### config.mk
export PLATFORM = sky130hd
export DESIGN_NAME = uart_tx_queue
export DESIGN_NICKNAME = d
export VERILOG_FILES = /design/src/rtl/uart_tx_queue_pkg.sv /design/src/rtl/sync_fifo.sv /design/src/rtl/uart_tx_queue.sv
export SDC_FILE = /design/constraint.sdc
export NUM_CORES = 1
export LEC_CHECK = 0
export CORE_ASPECT_RATIO = 1.25
export CORE_UTILIZATION = 46
export CTS_CLUSTER_DIAMETER = 50
export CTS_CLUSTER_SIZE = 14
export DETAILED_ROUTE_END_ITERATION = 8
export PLACE_DENSITY_LB_ADDON = 0.12
export SLEW_MARGIN = 20
export SYNTH_ARGS = -nofsm -noshare
export SYNTH_HDL_FRONTEND = slang
export SYNTH_SLANG_ARGS = --single-unit
### constraint.sdc
create_clock -name clk -period 2.8 [get_ports clk]
set_input_delay 0.28 -clock clk [delete_from_list [all_inputs] [get_ports clk]]
set_output_delay 0.28 -clock clk [all_outputs]
set_load 0.03 [all_outputs]
### src/rtl/uart_tx_queue_pkg.sv
// Shared peripheral definitions for the buffered UART transmitter:
// bus addresses, CON register bit positions and TX state encoding.
package uart_tx_queue_pkg;

  localparam logic [31:0] UART_TXD_ADDR = 32'h4000_0018;
  localparam logic [31:0] UART_CON_ADDR = 32'h4000_0020;

  localparam int CON_FULL   = 0;
  localparam int CON_EMPTY  = 1;
  localparam int CON_BUSY   = 2;
  localparam int CON_IRQ_EN = 3;
  localparam int CON_DONE   = 4;
  localparam int CON_OVF    = 5;

  typedef enum logic [1:0] {
    IDLE  = 2'd0,
    START = 2'd1,
    DATA  = 2'd2,
    STOP  = 2'd3
  } tx_state_e;

endpackage

### src/rtl/sync_fifo.sv
// Single-clock FIFO, DEPTH a power of two; head is shown on dout.
// Ports: clk, reset, push/din, pop/dout, full, empty, count.
module sync_fifo #(
  parameter int DEPTH = 8,
  parameter int WIDTH = 8
) (
  input  logic                       clk,
  input  logic                       reset,
  input  logic                       push,
  input  logic [WIDTH-1:0]           din,
  input  logic                       pop,
  output logic [WIDTH-1:0]           dout,
  output logic                       full,
  output logic                       empty,
  output logic [$clog2(DEPTH):0]     count
);

  localparam int AW = $clog2(DEPTH);
  localparam logic [AW:0] FULL_CNT = (AW+1)'(DEPTH);

  logic [WIDTH-1:0] mem [DEPTH];
  logic [AW-1:0]    wr_ptr;
  logic [AW-1:0]    rd_ptr;
  logic             do_push;
  logic             do_pop;

  assign full  = (count == FULL_CNT);
  assign empty = (count == '0);
  assign dout  = mem[rd_ptr];

  // a pop frees the slot this cycle, so a push to a full FIFO
  // is still taken when it coincides with a pop
  assign do_pop  = pop & ~empty;
  assign do_push = push & (~full | do_pop);

  always_ff @(posedge clk) begin
    if (reset) begin
      wr_ptr <= '0;
      rd_ptr <= '0;
      count  <= '0;
    end else begin
      if (do_push)
        wr_ptr <= wr_ptr + AW'(1);
      if (do_pop)
        rd_ptr <= rd_ptr + AW'(1);
      unique case ({do_push, do_pop})
        2'b10:   count <= count + (AW+1)'(1);
        2'b01:   count <= count - (AW+1)'(1);
        default: count <= count;
      endcase
    end
  end

  // storage is never cleared; only the pointers matter
  always_ff @(posedge clk) begin
    if (do_push)
      mem[wr_ptr] <= din;
  end

endmodule

### src/rtl/uart_tx_queue.sv
// Memory-mapped buffered 8N1 UART transmitter with done interrupt.
// Ports: clk, reset, wr/rd/addr/wdata/rdata bus, UART_TX, irqout.
module uart_tx_queue
  import uart_tx_queue_pkg::*;
#(
  parameter int CLK_DIV = 217,
  parameter int DEPTH   = 8
) (
  input  logic        clk,
  input  logic        reset,
  input  logic        wr,
  input  logic        rd,
  input  logic [31:0] addr,
  input  logic [31:0] wdata,
  output logic [31:0] rdata,
  output logic        UART_TX,
  output logic        irqout
);

  localparam int BW = (CLK_DIV > 1) ? $clog2(CLK_DIV) : 1;
  localparam logic [BW-1:0] BAUD_LAST = BW'(CLK_DIV - 1);

  tx_state_e state, state_n;
  logic [BW-1:0] baud, baud_n;
  logic [2:0]    bit_idx, bit_n;
  logic [7:0]    shift, shift_n;
  logic          tx_n;
  logic          baud_end;

  logic irq_en, done, ovf;
  logic done_set;

  logic txd_sel, con_sel;
  logic push, pop, con_wr;
  logic full, empty, busy;
  logic [7:0] fifo_dout;
  logic [$clog2(DEPTH):0] fifo_count;
  logic unused_bits;

  assign txd_sel = (addr == UART_TXD_ADDR);
  assign con_sel = (addr == UART_CON_ADDR);
  assign push    = wr & txd_sel;
  assign con_wr  = wr & con_sel;
  assign busy    = (state != IDLE) | ~empty;

  assign unused_bits = ^{wdata[31:8], fifo_count};

  sync_fifo #(
    .DEPTH (DEPTH),
    .WIDTH (8)
  ) u_fifo (
    .clk   (clk),
    .reset (reset),
    .push  (push),
    .din   (wdata[7:0]),
    .pop   (pop),
    .dout  (fifo_dout),
    .full  (full),
    .empty (empty),
    .count (fifo_count)
  );

  assign baud_end = (baud == BAUD_LAST);

  always_comb begin
    state_n  = state;
    baud_n   = baud + BW'(1);
    bit_n    = bit_idx;
    shift_n  = shift;
    pop      = 1'b0;
    done_set = 1'b0;
    unique case (state)
      IDLE: begin
        baud_n = '0;
        if (!empty) begin
          pop     = 1'b1;
          shift_n = fifo_dout;
          state_n = START;
        end
      end
      START: begin
        if (baud_end) begin
          baud_n  = '0;
          bit_n   = 3'd0;
          state_n = DATA;
        end
      end
      DATA: begin
        if (baud_end) begin
          baud_n  = '0;
          shift_n = {1'b0, shift[7:1]};
          bit_n   = bit_idx + 3'd1;
          if (bit_idx == 3'd7)
            state_n = STOP;
        end
      end
      STOP: begin
        if (baud_end) begin
          baud_n   = '0;
          done_set = 1'b1;
          state_n  = IDLE;
        end
      end
      default: state_n = IDLE;
    endcase
  end

  // line level is registered from the next state so it is glitch-free
  always_comb begin
    tx_n = 1'b1;
    unique case (state_n)
      START:   tx_n = 1'b0;
      DATA:    tx_n = shift_n[0];
      default: tx_n = 1'b1;
    endcase
  end

  always_ff @(posedge clk) begin
    if (reset) begin
      state   <= IDLE;
      baud    <= '0;
      bit_idx <= '0;
      shift   <= '0;
      UART_TX <= 1'b1;
    end else begin
      state   <= state_n;
      baud    <= baud_n;
      bit_idx <= bit_n;
      shift   <= shift_n;
      UART_TX <= tx_n;
    end
  end

  // set beats clear when both land in the same cycle
  always_ff @(posedge clk) begin
    if (reset) begin
      irq_en <= 1'b0;
      done   <= 1'b0;
      ovf    <= 1'b0;
      irqout <= 1'b0;
    end else begin
      if (con_wr)
        irq_en <= wdata[CON_IRQ_EN];
      if (done_set)
        done <= 1'b1;
      else if (con_wr && wdata[CON_DONE])
        done <= 1'b0;
      if (push && full && !pop)
        ovf <= 1'b1;
      else if (con_wr && wdata[CON_OVF])
        ovf <= 1'b0;
      irqout <= done & irq_en;
    end
  end

  always_comb begin
    rdata = '0;
    if (rd && con_sel) begin
      rdata[CON_FULL]   = full;
      rdata[CON_EMPTY]  = empty;
      rdata[CON_BUSY]   = busy;
      rdata[CON_IRQ_EN] = irq_en;
      rdata[CON_DONE]   = done;
      rdata[CON_OVF]    = ovf;
    end
  end

endmodule

==> results of run 1 <==
layout by cell type (no fill, tap or decap), types with 10 or more instances in the layout:
cell | Yosys | layout
xor2_1 | 10 | 10
clkdlybuf4s50_1 | 0 | 45
edfxtp_1 | 64 | 64
mux4_2 | 16 | 16
nand2_1 | 15 | 15
conb_1 | 1 | 26
dfxtp_1 | 39 | 39
buf_4 | 26 | 28
nor2_1 | 47 | 47
mux2i_1 | 10 | 10
cell usage after synthesis (2+ instances only):
cell type / number
edfxtp_1: 64
nor2_1: 47
dfxtp_1: 39
buf_4: 26
mux4_2: 16
nand2_1: 15
mux2i_1: 10
xor2_1: 10
clkbuf_1: 9
ha_1: 9
a21oi_1: 8
inv_1: 8
nor3_1: 8
and3_1: 7
nand3_1: 7
a221oi_1: 6
nor4_2: 5
xnor2_1: 4
buf_2: 3
nand2b_1: 3
nand4b_1: 3
o21ai_0: 3
a22oi_1: 2
a311oi_1: 2
mux2_2: 2
nand2_2: 2
nand4_2: 2
nor2b_1: 2
nor4_1: 2
nor4_4: 2
or3_1: 2
registers in the layout (all words and copies together), names as in the netlist, named ones only:
name / flops
u_fifo.count: 4
shift: 8
baud: 8
ovf: 1
irqout: 1
u_fifo.mem: 64
done: 1
irq_en: 1
u_fifo.rd_ptr: 3
state: 2
bit_idx: 3
UART_TX: 1
u_fifo.wr_ptr: 3
worst paths after layout:
path                   start               to  slack [ns]  cells after the start
max                  addr[1]  u_fifo.count[2]        0.24                     12
min                  baud[0]          baud[0]        0.48                      1
max reg2reg  u_fifo.count[0]  u_fifo.count[2]        0.26                     11
min reg2reg          baud[0]          baud[0]        0.48                      1
cell families after synthesis:
family	share of synthesized area, %
flops	58.46
buf+inv	6.170
fa+ha+maj	2.436
simple gates	14.32
mux	10.45
other cells	0.08111
compound gates	5.440
xor+xnor	2.652
area by class of cell:
class                      count  area [um^2]
inverter                       8        30.03
sequential                   103         2703
fill                         829         4096
multi-input combinational    224         1729
clock inverter                 7        107.6
tap                          126        157.7
timing repair buffer          73        660.6
clock buffer                   9        225.2
layer usage:
metal,routed length (um),up-vias,part of all wire [%]
met3,240,5,2.8
met2,4782,39,55
met1,3619,1402,42
met4,72,0,0.83
li1,-,1384,-
met5,0,-,0
stage by stage:
stage,total power [mW],setup WS [ns]
final,3.081,0.2409
after global routing,3.177,0.05452
after CTS,3.110,0.2385
after detailed placement,1.779,-0.1152
after global placement,1.777,-0.06629
after floorplan,1.727,0.1637
power groups by stage:
stage                     Combinational (mW)  Sequential [mW]  Clock, mW
final                                  0.138             1.61       1.34
after global routing                   0.147             1.61       1.43
after CTS                              0.138             1.61       1.37
after detailed placement               0.138             1.64          0
after global placement                 0.136             1.64          0
after floorplan                       0.0855             1.64          0
==> results by group, run 1 <==
Critical path
  • Worst setup SP type: input pin
  • CP arrival: 2.83 ns
  • Worst Path Max Fanout: 2
  • CP Data Required Time: 3.07 ns
  • CP peak stage delay: 0.44 ns
  • Crit Path Category: in2reg
  • CP max stage cell: clkdlybuf4s50_1
  • CP endpoint kind: flip-flop
  • Worst Path Buf+Inv: 2
  • Crit-path cells: clkdlybuf4s50_1 -> nor4_4 -> nand4_2 -> nor4_4 -> inv_1 -> ha_1 -> xor2_1 -> ha_1 -> a21oi_1 -> xor2_1 -> or3_1 -> a21oi_1
  • Cell class contributing the biggest share of worst-path delay: simple AND/OR/NAND/NOR gates

STA
  • Final Hold Vio Count: 0
  • Worst-margin pin slew: 0.6664 ns
  • Worst Hold Slack: 0.4798 ns
  • F_max: 390.8 MHz
  • RSZ-0062 raised after global routing: no
  • Final setup fails: 0
  • Max-slew violations: 0
  • Final cycle utilization of the critical path: 91.40%
  • Setup TNS: 0 ns
  • Max_slew headroom: 55.23%
  • Fin crit period: 2.559 ns
  • Final Skew: 0.01170 ns

Yosys
  • Ys flop type: edfxtp_1
  • Mapped Area: 4623 um^2
  • Ys Warns: 0
  • Yosys top cell by area: edfxtp_1
  • EDFF count, synth: 64
  • Synth area leaders: edfxtp_1, dfxtp_1, mux4_2
  • Area share of the largest cell type after synthesis: 41.57%
  • Ys async rst share: 0%
  • Syn_area_per_cell: 13.25 um^2
  • Sequential area share after synthesis: 58.46%
  • Syn Inst Count: 349
  • Number of distinct library cells after synthesis: 52
  • Synthesized flop and latch total: 103

Global routing
  • Initial antenna violation count: 0
  • GR Util All Layers: 18.12%
  • First-pass GRT wire length: 14120 um
  • Met1 Use GR: 21.15%
  • Met2 Use GR: 33.33%
  • Global route overflow: 0
  • Largest net degree at the start of global routing: 31
  • Most used routing layer: met2
  • M3 GR Usage: 3.453%
  • Vias in the first global route: 2784

Final layout
  • Utilization after layout: 57.81%
  • Fraction of layout cells with a size suffix above 1: 18.87%
  • Fin area: 5613 um^2
  • N_diodes: 0
  • Area grow syn2layout: 21.41%
  • Final instance count without filler cells: 550
  • Nets: 496

Clock tree
  • Post-CTS Hold Fix Bufs: 0
  • Clock transition at path regs: 0.08 ns
  • # resized after CTS: 0
  • Clock Path Buffers: 2
  • Number of buffers created by CTS: 9
  • H-Tree Depth: 3
  • TritonCTS clock tree: done
  • Clock sinks: 103
  • Root buf cell: clkbuf_16
  • Setup Fix Bufs, Post-CTS: 0
  • Clk_lat worst skew: 0.34 ns

Drt
  • DRC: 0
  • WL/cell: 15.84 um
  • First-pass DRT Iterations: 4
  • Via-to-Cell Ratio: 5.145
  • Antenna Nets Post-Route: 0
  • 1st-iter DRT viols: 123
  • Vias post-DR: 2830
  • Wire length after detailed routing: 8714 um

Outcome
  • Status: completed

Place
  • Final Wtd Congestion: 0.7128
  • Placed cells: 534
  • Placed wire-length estimate: 6083 um
  • Post-DP Area: 5280 um^2
  • # port buffers: 51

Floorplan
  • Initial core utilization: 47.62%
  • Row cnt: 40
  • # IOs: 102
  • Core area: 9709 um^2
  • Die Area: 10460 um^2
  • Width of the die: 91.67 um
  • Die Y-Extent: 114.1 um

Power
  • Max VDD drop: 0.3590 mV
  • PD cells: 548.8 nW/um^2
  • Leak: 1.969 nW
  • Switching pwr: 0.6878 mW
  • Sequential share of power: 52.1%
  • Cell Int Power: 2.393 mW
  • Comb power frac: 4.5%
  • Sw Share: 22.33%
  • Clk pwr share: 43.4%

Job
  • MaxCap Viol Count: 0

Hold path
  • Hold crit path type: reg2reg
Power figures use the tool's default switching activity.
==> run 2: changes to the inputs <==
--- a/config.mk
+++ b/config.mk
@@ -10,6 +10,7 @@
 export CTS_CLUSTER_DIAMETER = 50
 export CTS_CLUSTER_SIZE = 14
 export DETAILED_ROUTE_END_ITERATION = 8
+export GPL_ROUTABILITY_DRIVEN = 0
 export PLACE_DENSITY_LB_ADDON = 0.12
 export SLEW_MARGIN = 20
 export SYNTH_ARGS = -nofsm -noshare
==> constraint.sdc (replaced) <==
create_clock -name clk -period 2.8 [get_ports clk]
set_input_delay 0.28 -clock clk [delete_from_list [all_inputs] [get_ports clk]]
set_output_delay 0.28 -clock clk [all_outputs]
set_load 0.05 [all_outputs]
==> results by group, run 2 (synthesized netlist as in run 1, its figures left out) <==
Critical path
  • CP endpoint kind: flip-flop
  • Critical R2R Launch: u_fifo.count[0]
  • Worst Path Max Fanout: 8 (+6)
  • Critical path depth: 11 (-1)
  • Worst setup SP type: flip-flop
  • CP endpoint: u_fifo.count[2]
  • Crit-path cells: or4b_1 -> nor2_1 -> nor4_4 -> inv_1 -> ha_1 -> xor2_1 -> ha_1 -> a21oi_1 -> xor2_1 -> or3_1 -> a21oi_1
  • Reg2reg setup slack: 0.25 ns (about the same)
  • Crit Path Category: reg2reg
  • CP peak stage delay: 0.59 ns (+0.15 ns)
  • Critical path origin: u_fifo.count[0]
  • CP Data Required Time: 3.07 ns (about the same)
  • Worst Path Buf+Inv: 1 (-1)
  • CP arrival: 2.82 ns (about the same)
  • R2r worst-path depth: 11 (unchanged)
  • Cell class contributing the biggest share of worst-path delay: simple AND/OR/NAND/NOR gates
  • CP max stage cell: or4b_1
  • Crit Reg-Reg Endpoint: u_fifo.count[2]

Place
  • # port buffers: 51 (unchanged)
  • Pre-CTS setup slack: -0.1101 ns (+0.005115 ns)
  • Placed wire-length estimate: 6036 um (-0.77%)
  • Post-DP Area: 5363 um^2 (+1.6%)
  • Placed cells: 535 (+0.19%)

Global routing
  • Initial antenna violation count: 0 (unchanged)
  • Largest net degree at the start of global routing: 31 (unchanged)
  • Global route overflow: 0 (unchanged)
  • Vias in the first global route: 2792 (+0.29%)
  • First-pass GRT wire length: 13880 um (-1.7%)
  • GR Util All Layers: 17.57% (-0.55 points)

Clock tree
  • Number of buffers created by CTS: 9 (unchanged)
  • Clock Path Buffers: 2 (unchanged)
  • Clock transition at path regs: 0.07 ns (about the same)
  • # resized after CTS: 0 (unchanged)
  • Setup Fix Bufs, Post-CTS: 0 (unchanged)
  • Clk_lat worst skew: 0.34 ns (about the same)
  • Root buf cell: clkbuf_16
  • H-Tree Depth: 3 (unchanged)
  • Post-CTS Hold Fix Bufs: 0 (unchanged)
  • Clock sinks: 103 (unchanged)
  • TritonCTS clock tree: done

Power
  • Switching pwr: 0.6843 mW (-0.50%)
  • Comb power frac: 5.7% (+1.2 points)
  • Sequential share of power: 54.0% (+1.9 points)
  • Clk pwr share: 40.3% (-3.1 points)
  • Leak: 1.972 nW (+0.12%)
  • Max VDD drop: 0.4247 mV (+18%)
  • Cell Int Power: 2.289 mW (-4.3%)
  • Tot Pwr: 2.973 mW (-3.5%)
  • PD cells: 526.1 nW/um^2 (-4.1%)
  • Sw Share: 23.02% (+0.69 points)

Final layout
  • Final instance count without filler cells: 551 (+0.18%)
  • N_diodes: 0 (unchanged)
  • Fin area: 5652 um^2 (+0.69%)
  • Nets: 497 (+0.20%)
  • Fraction of layout cells with a size suffix above 1: 19.06% (+0.19 points)
  • Largest register FFs: 64 (unchanged)
  • Fillers: 805 (-2.9%)
  • Area grow syn2layout: 22.25%
  • Storage cell area: 2703 um^2 (unchanged)
  • Most frequent cells in the layout: edfxtp_1, nor2_1, clkdlybuf4s50_1
  • Area of the multi-input gates: 1729 um^2 (unchanged)
  • Most flops, register: u_fifo.mem
  • Commonest non-fill, non-tap cell in the layout: edfxtp_1
  • Biggest regs: u_fifo.mem (64), baud (8), shift (8)

Floorplan
  • Row cnt: 40 (unchanged)
  • Die Y-Extent: 114.1 um (unchanged)
  • Die Area: 10460 um^2 (unchanged)
  • Core area: 9709 um^2 (unchanged)
  • # IOs: 102 (unchanged)
  • Initial core utilization: 47.62% (unchanged)
  • Width of the die: 91.67 um (unchanged)

Drt
  • Wire length after detailed routing: 8484 um (-2.6%)
  • First-pass DRT Iterations: 5 (+1)
  • DRC: 0 (unchanged)
  • WL/cell: 15.40 um (-2.8%)
  • 1st-iter DRT viols: 106 (-14%)
  • Antenna Nets Post-Route: 0 (unchanged)
  • Vias post-DR: 2795 (-1.2%)
  • Via-to-Cell Ratio: 5.073 (-1.4%)

STA
  • Worst-margin pin slew: 0.6637 ns (-0.002720 ns)
  • Final setup fails: 0 (unchanged)
  • RSZ-0062 raised after global routing: no
  • Setup ws final: 0.2485 ns (+0.007666 ns)
  • Final Hold Vio Count: 0 (unchanged)
  • Max-slew violations: 0 (unchanged)
  • Max_slew headroom: 55.41% (+0.18 points)
  • Final cycle utilization of the critical path: 91.12% (-0.27 points)
  • F_max: 391.9 MHz (+0.30%)
  • Final Skew: 0.01118 ns (-0.0005136 ns)
  • Fin crit period: 2.551 ns (-0.007666 ns)

Outcome
  • Status: completed

Hold path
  • Hold crit path type: reg2reg
  • HP Start: u_fifo.rd_ptr[1]

Job
  • MaxCap Viol Count: 0 (unchanged)
==> run 2: power groups by stage <==
stage | clock network [mW] | registers, mW | logic [mW]
after CTS | 1.23 | 1.61 | 0.168
after detailed placement | 0 | 1.64 | 0.168
final | 1.20 | 1.61 | 0.168
after global routing | 1.30 | 1.61 | 0.177
after global placement | 0 | 1.64 | 0.166
after floorplan | 0 | 1.64 | 0.116
==> run 2: per-stage QoR <==
| stage | setup TNS [ns] | utilization (%) | hold slack [ns] |
|---|---|---|---|
| after CTS | 0 | 58.21 | 0.4875 |
| after detailed placement | -0.1101 | 55.23 | 0.4720 |
| after global routing | 0 | 58.21 | 0.5216 |
| after global placement | -0.06486 | 55.23 | 0.4577 |
| after floorplan | 0 | - | 0.3789 |
| final | 0 | 58.21 | 0.4850 |
==> run 2: layer usage <==
| metal | vias up | wire, um | global-route usage [%] |
|---|---|---|---|
| li1 | 1388 | - | - |
| met1 | 1368 | 3625 | 20.50 |
| met2 | 33 | 4573 | 32.48 |
| met3 | 6 | 199 | 3.453 |
| met4 | 0 | 85 | 5.397 |
| met5 | - | 0 | 0 |
==> run 2: worst reg2reg max path: cells and delay by family (launching register included) <==
family	cells	cell delay [ns]
AOI/OAI and AO/OA	2	0.18
and+or+nand+nor	4	1.20
xor gates and xnor gates	2	0.31
buffers and inverters	1	0.07
adders and majority gates	2	0.34
DFF	1	0.39
==> run 2: worst min-delay path by stage <==
stage	end	slack (ns)	cells past startpoint
finish	u_fifo.rd_ptr[1]	0.48	2
global route	baud[0]	0.52	1
CTS	bit_idx[0]	0.49	2
detailed placement	baud[0]	0.47	1
global placement	baud[0]	0.46	1
floorplan	u_fifo.mem[0][0]	0.38	0
==> run 2: area by class of cell <==
cell class,instances,area share (%)
clock buffers,9,3.985
clock inverters,7,1.129
inverters,8,0.5313
multi-input cells,224,30.60
flip-flops and latches,103,47.82
well taps,126,2.789
repair buffers,74,13.15
==> run 3: changes to the inputs <==
--- a/config.mk
+++ b/config.mk
@@ -6,7 +6,7 @@
 export NUM_CORES = 1
 export LEC_CHECK = 0
 export CORE_ASPECT_RATIO = 1.25
-export CORE_UTILIZATION = 46
+export CORE_UTILIZATION = 51
 export CTS_CLUSTER_DIAMETER = 50
 export CTS_CLUSTER_SIZE = 14
 export DETAILED_ROUTE_END_ITERATION = 8
==> constraint.sdc (replaced) <==
create_clock -name clk -period 2.7 [get_ports clk]
set_input_delay 0.27 -clock clk [delete_from_list [all_inputs] [get_ports clk]]
set_output_delay 0.27 -clock clk [all_outputs]
set_load 0.05 [all_outputs]
==> results by group, run 3 (synthesized netlist as in run 1, its figures left out) <==
Critical path
  • Worst Path Max Fanout: 4 (-4)
  • CP arrival: 2.80 ns (-0.02 ns)
  • CP endpoint kind: flip-flop
  • CP Data Required Time: 3.00 ns (-0.07 ns)
  • Worst setup SP type: flip-flop
  • Crit Path Category: reg2reg

STA
  • Final setup fails: 0 (unchanged)
  • Max-slew violations: 0 (unchanged)
  • Final Skew: 0.01520 ns (+0.004021 ns)
  • F_max: 399.5 MHz (+1.9%)
  • Final Hold Vio Count: 0 (unchanged)
  • Worst-margin pin slew: 0.6375 ns (-0.02622 ns)
  • Max_slew headroom: 57.18% (+1.8 points)
  • Final cycle utilization of the critical path: 92.72% (+1.6 points)
  • Fin crit period: 2.503 ns (-0.04814 ns)
  • RSZ-0062 raised after global routing: no
  • Setup TNS: 0 ns (unchanged)

Power
  • Sw Share: 24.17% (+1.2 points)
  • Max VDD drop: 0.4130 mV (-2.8%)
  • PD cells: 514.7 nW/um^2 (-2.2%)
  • Clk pwr share: 36.3% (-4.0 points)
  • Sequential share of power: 57.6% (+3.6 points)
  • Comb power frac: 6.1% (+0.4 points)
  • Switching pwr: 0.6987 mW (+2.1%)
  • Cell Int Power: 2.192 mW (-4.2%)
  • Leak: 1.955 nW (-0.84%)

Clock tree
  • Clock Path Buffers: 2 (unchanged)
  • Root buf cell: clkbuf_8
  • Setup Fix Bufs, Post-CTS: 0 (unchanged)
  • Number of buffers created by CTS: 9 (unchanged)
  • H-Tree Depth: 3 (unchanged)
  • Clk_lat worst skew: 0.37 ns (+0.03 ns)
  • TritonCTS clock tree: done
  • Clock transition at path regs: 0.11 ns (+0.04 ns)
  • Clock sinks: 103 (unchanged)

Final layout
  • Biggest regs: u_fifo.mem (64), baud (8), shift (8)
  • Fraction of layout cells with a size suffix above 1: 19.67% (+0.61 points)
  • Largest register FFs: 64 (unchanged)
  • N_diodes: 0 (unchanged)
  • Most flops, register: u_fifo.mem
  • Area grow syn2layout: 21.46%
  • Commonest non-fill, non-tap cell in the layout: edfxtp_1
  • Most frequent cells in the layout: edfxtp_1, nor2_1, clkdlybuf4s50_1
  • Fillers: 707 (-12%)
  • Utilization after layout: 64.19% (+6.0 points)
  • Nets: 499 (+0.40%)

Outcome
  • Status: completed

Global routing
  • GR Util All Layers: 19.69% (+2.1 points)
  • Largest net degree at the start of global routing: 22 (-29%)
  • Vias in the first global route: 2720 (-2.6%)
  • Global route overflow: 0 (unchanged)
  • Initial antenna violation count: 0 (unchanged)
  • Met1 Use GR: 23.72% (+3.2 points)
  • Most used routing layer: met2
  • First-pass GRT wire length: 13580 um (-2.2%)
  • M3 GR Usage: 3.893% (+0.44 points)
  • Met2 Use GR: 35.77% (+3.3 points)

Place
  • # port buffers: 51 (unchanged)
  • Placed wire-length estimate: 6051 um (+0.25%)

Drt
  • WL/cell: 15.40 um (about the same)
  • Antenna Nets Post-Route: 0 (unchanged)
  • DRC: 0 (unchanged)
  • Via-to-Cell Ratio: 5.122 (+0.98%)
  • Wire length after detailed routing: 8425 um (-0.70%)
  • First-pass DRT Iterations: 5 (unchanged)
  • Vias post-DR: 2802 (+0.25%)
  • 1st-iter DRT viols: 135 (+27%)

Floorplan
  • Die Area: 9453 um^2 (-9.6%)
  • Width of the die: 87.16 um (-4.9%)
  • # IOs: 102 (unchanged)
  • Die Y-Extent: 108.5 um (-4.9%)
  • Core area: 8748 um^2 (-9.9%)
  • Row cnt: 38 (-5.0%)
  • Initial core utilization: 52.85% (+5.2 points)

Hold path
  • Hold crit path type: reg2reg

Job
  • MaxCap Viol Count: 0 (unchanged)
## run 3: cell count changes in the layout (fill, tap and decap cells not counted), sizes merged
cell,previous run,this run
bufinv,0,1
clkinv,2,3
buf,29,31
clkinvlp,1,0
inv,12,11
## run 3: routing by layer
metal	up-vias	share of wire, %
met4	0	0.96
li1	1394	-
met5	-	0
met1	1364	42
met3	7	2.0
met2	37	55
## run 3: per-stage QoR
step                      total power [mW]  instances  setup slack [ns]  instance area (um^2)  hold slack (ns)
after CTS                            2.905        547            0.1379                  5602           0.4970
after global placement               1.874        531           -0.1420                  5370           0.4575
after global routing                 2.988        547           0.01282                  5615           0.5221
final                                2.890        547            0.1967                  5615           0.4957
after floorplan                      1.823        374           0.07368                  4717           0.3689
after detailed placement             1.876        531           -0.2062                  5370           0.4716
## run 3: timing repair
action                                  CTS  global route
hold buffers                              0             0
endpoints found under the setup margin    0             4
gates resized for setup                   0             2
## run 3: worst paths after layout
| check | startpoint | endpoint | slack, ns | depth (start not counted) |
|---|---|---|---|---|
| worst max-delay path | u_fifo.count[0] | u_fifo.count[2] | 0.20 | 11 |
| worst max register to register | u_fifo.count[0] | u_fifo.count[2] | 0.20 | 11 |
| worst min-delay path | bit_idx[0] | bit_idx[0] | 0.50 | 2 |
| worst min register to register | bit_idx[0] | bit_idx[0] | 0.50 | 2 |
## run 3: area by class of cell
type / instances / area, um^2 / share of cell area, %
well taps: 120 / 150.1 / 2.674
flip-flops and latches: 103 / 2703 / 48.13
inverters: 8 / 30.03 / 0.5348
clock buffers: 9 / 123.9 / 2.206
multi-input cells: 224 / 1743 / 31.04
clock inverters: 7 / 107.6 / 1.916
repair buffers: 76 / 758.2 / 13.50
## run 3: power groups by stage
| stage | Combinational, mW | Clock (mW) | Sequential [mW] |
|---|---|---|---|
| floorplan | 0.120 | 0 | 1.70 |
| global placement | 0.173 | 0 | 1.70 |
| detailed placement | 0.175 | 0 | 1.70 |
| CTS | 0.175 | 1.06 | 1.67 |
| global route | 0.187 | 1.13 | 1.67 |
| finish | 0.177 | 1.05 | 1.67 |
## run 3: critical path, cell delays in order, from the launching register on
cell,delay (ns)
dfxtp_1,0.34
or4b_1,0.56
nor2_1,0.24
nor4_4,0.09
inv_1,0.08
ha_1,0.17
xor2_1,0.16
ha_1,0.16
a21oi_1,0.05
xor2_1,0.15
or3_1,0.31
a21oi_1,0.14
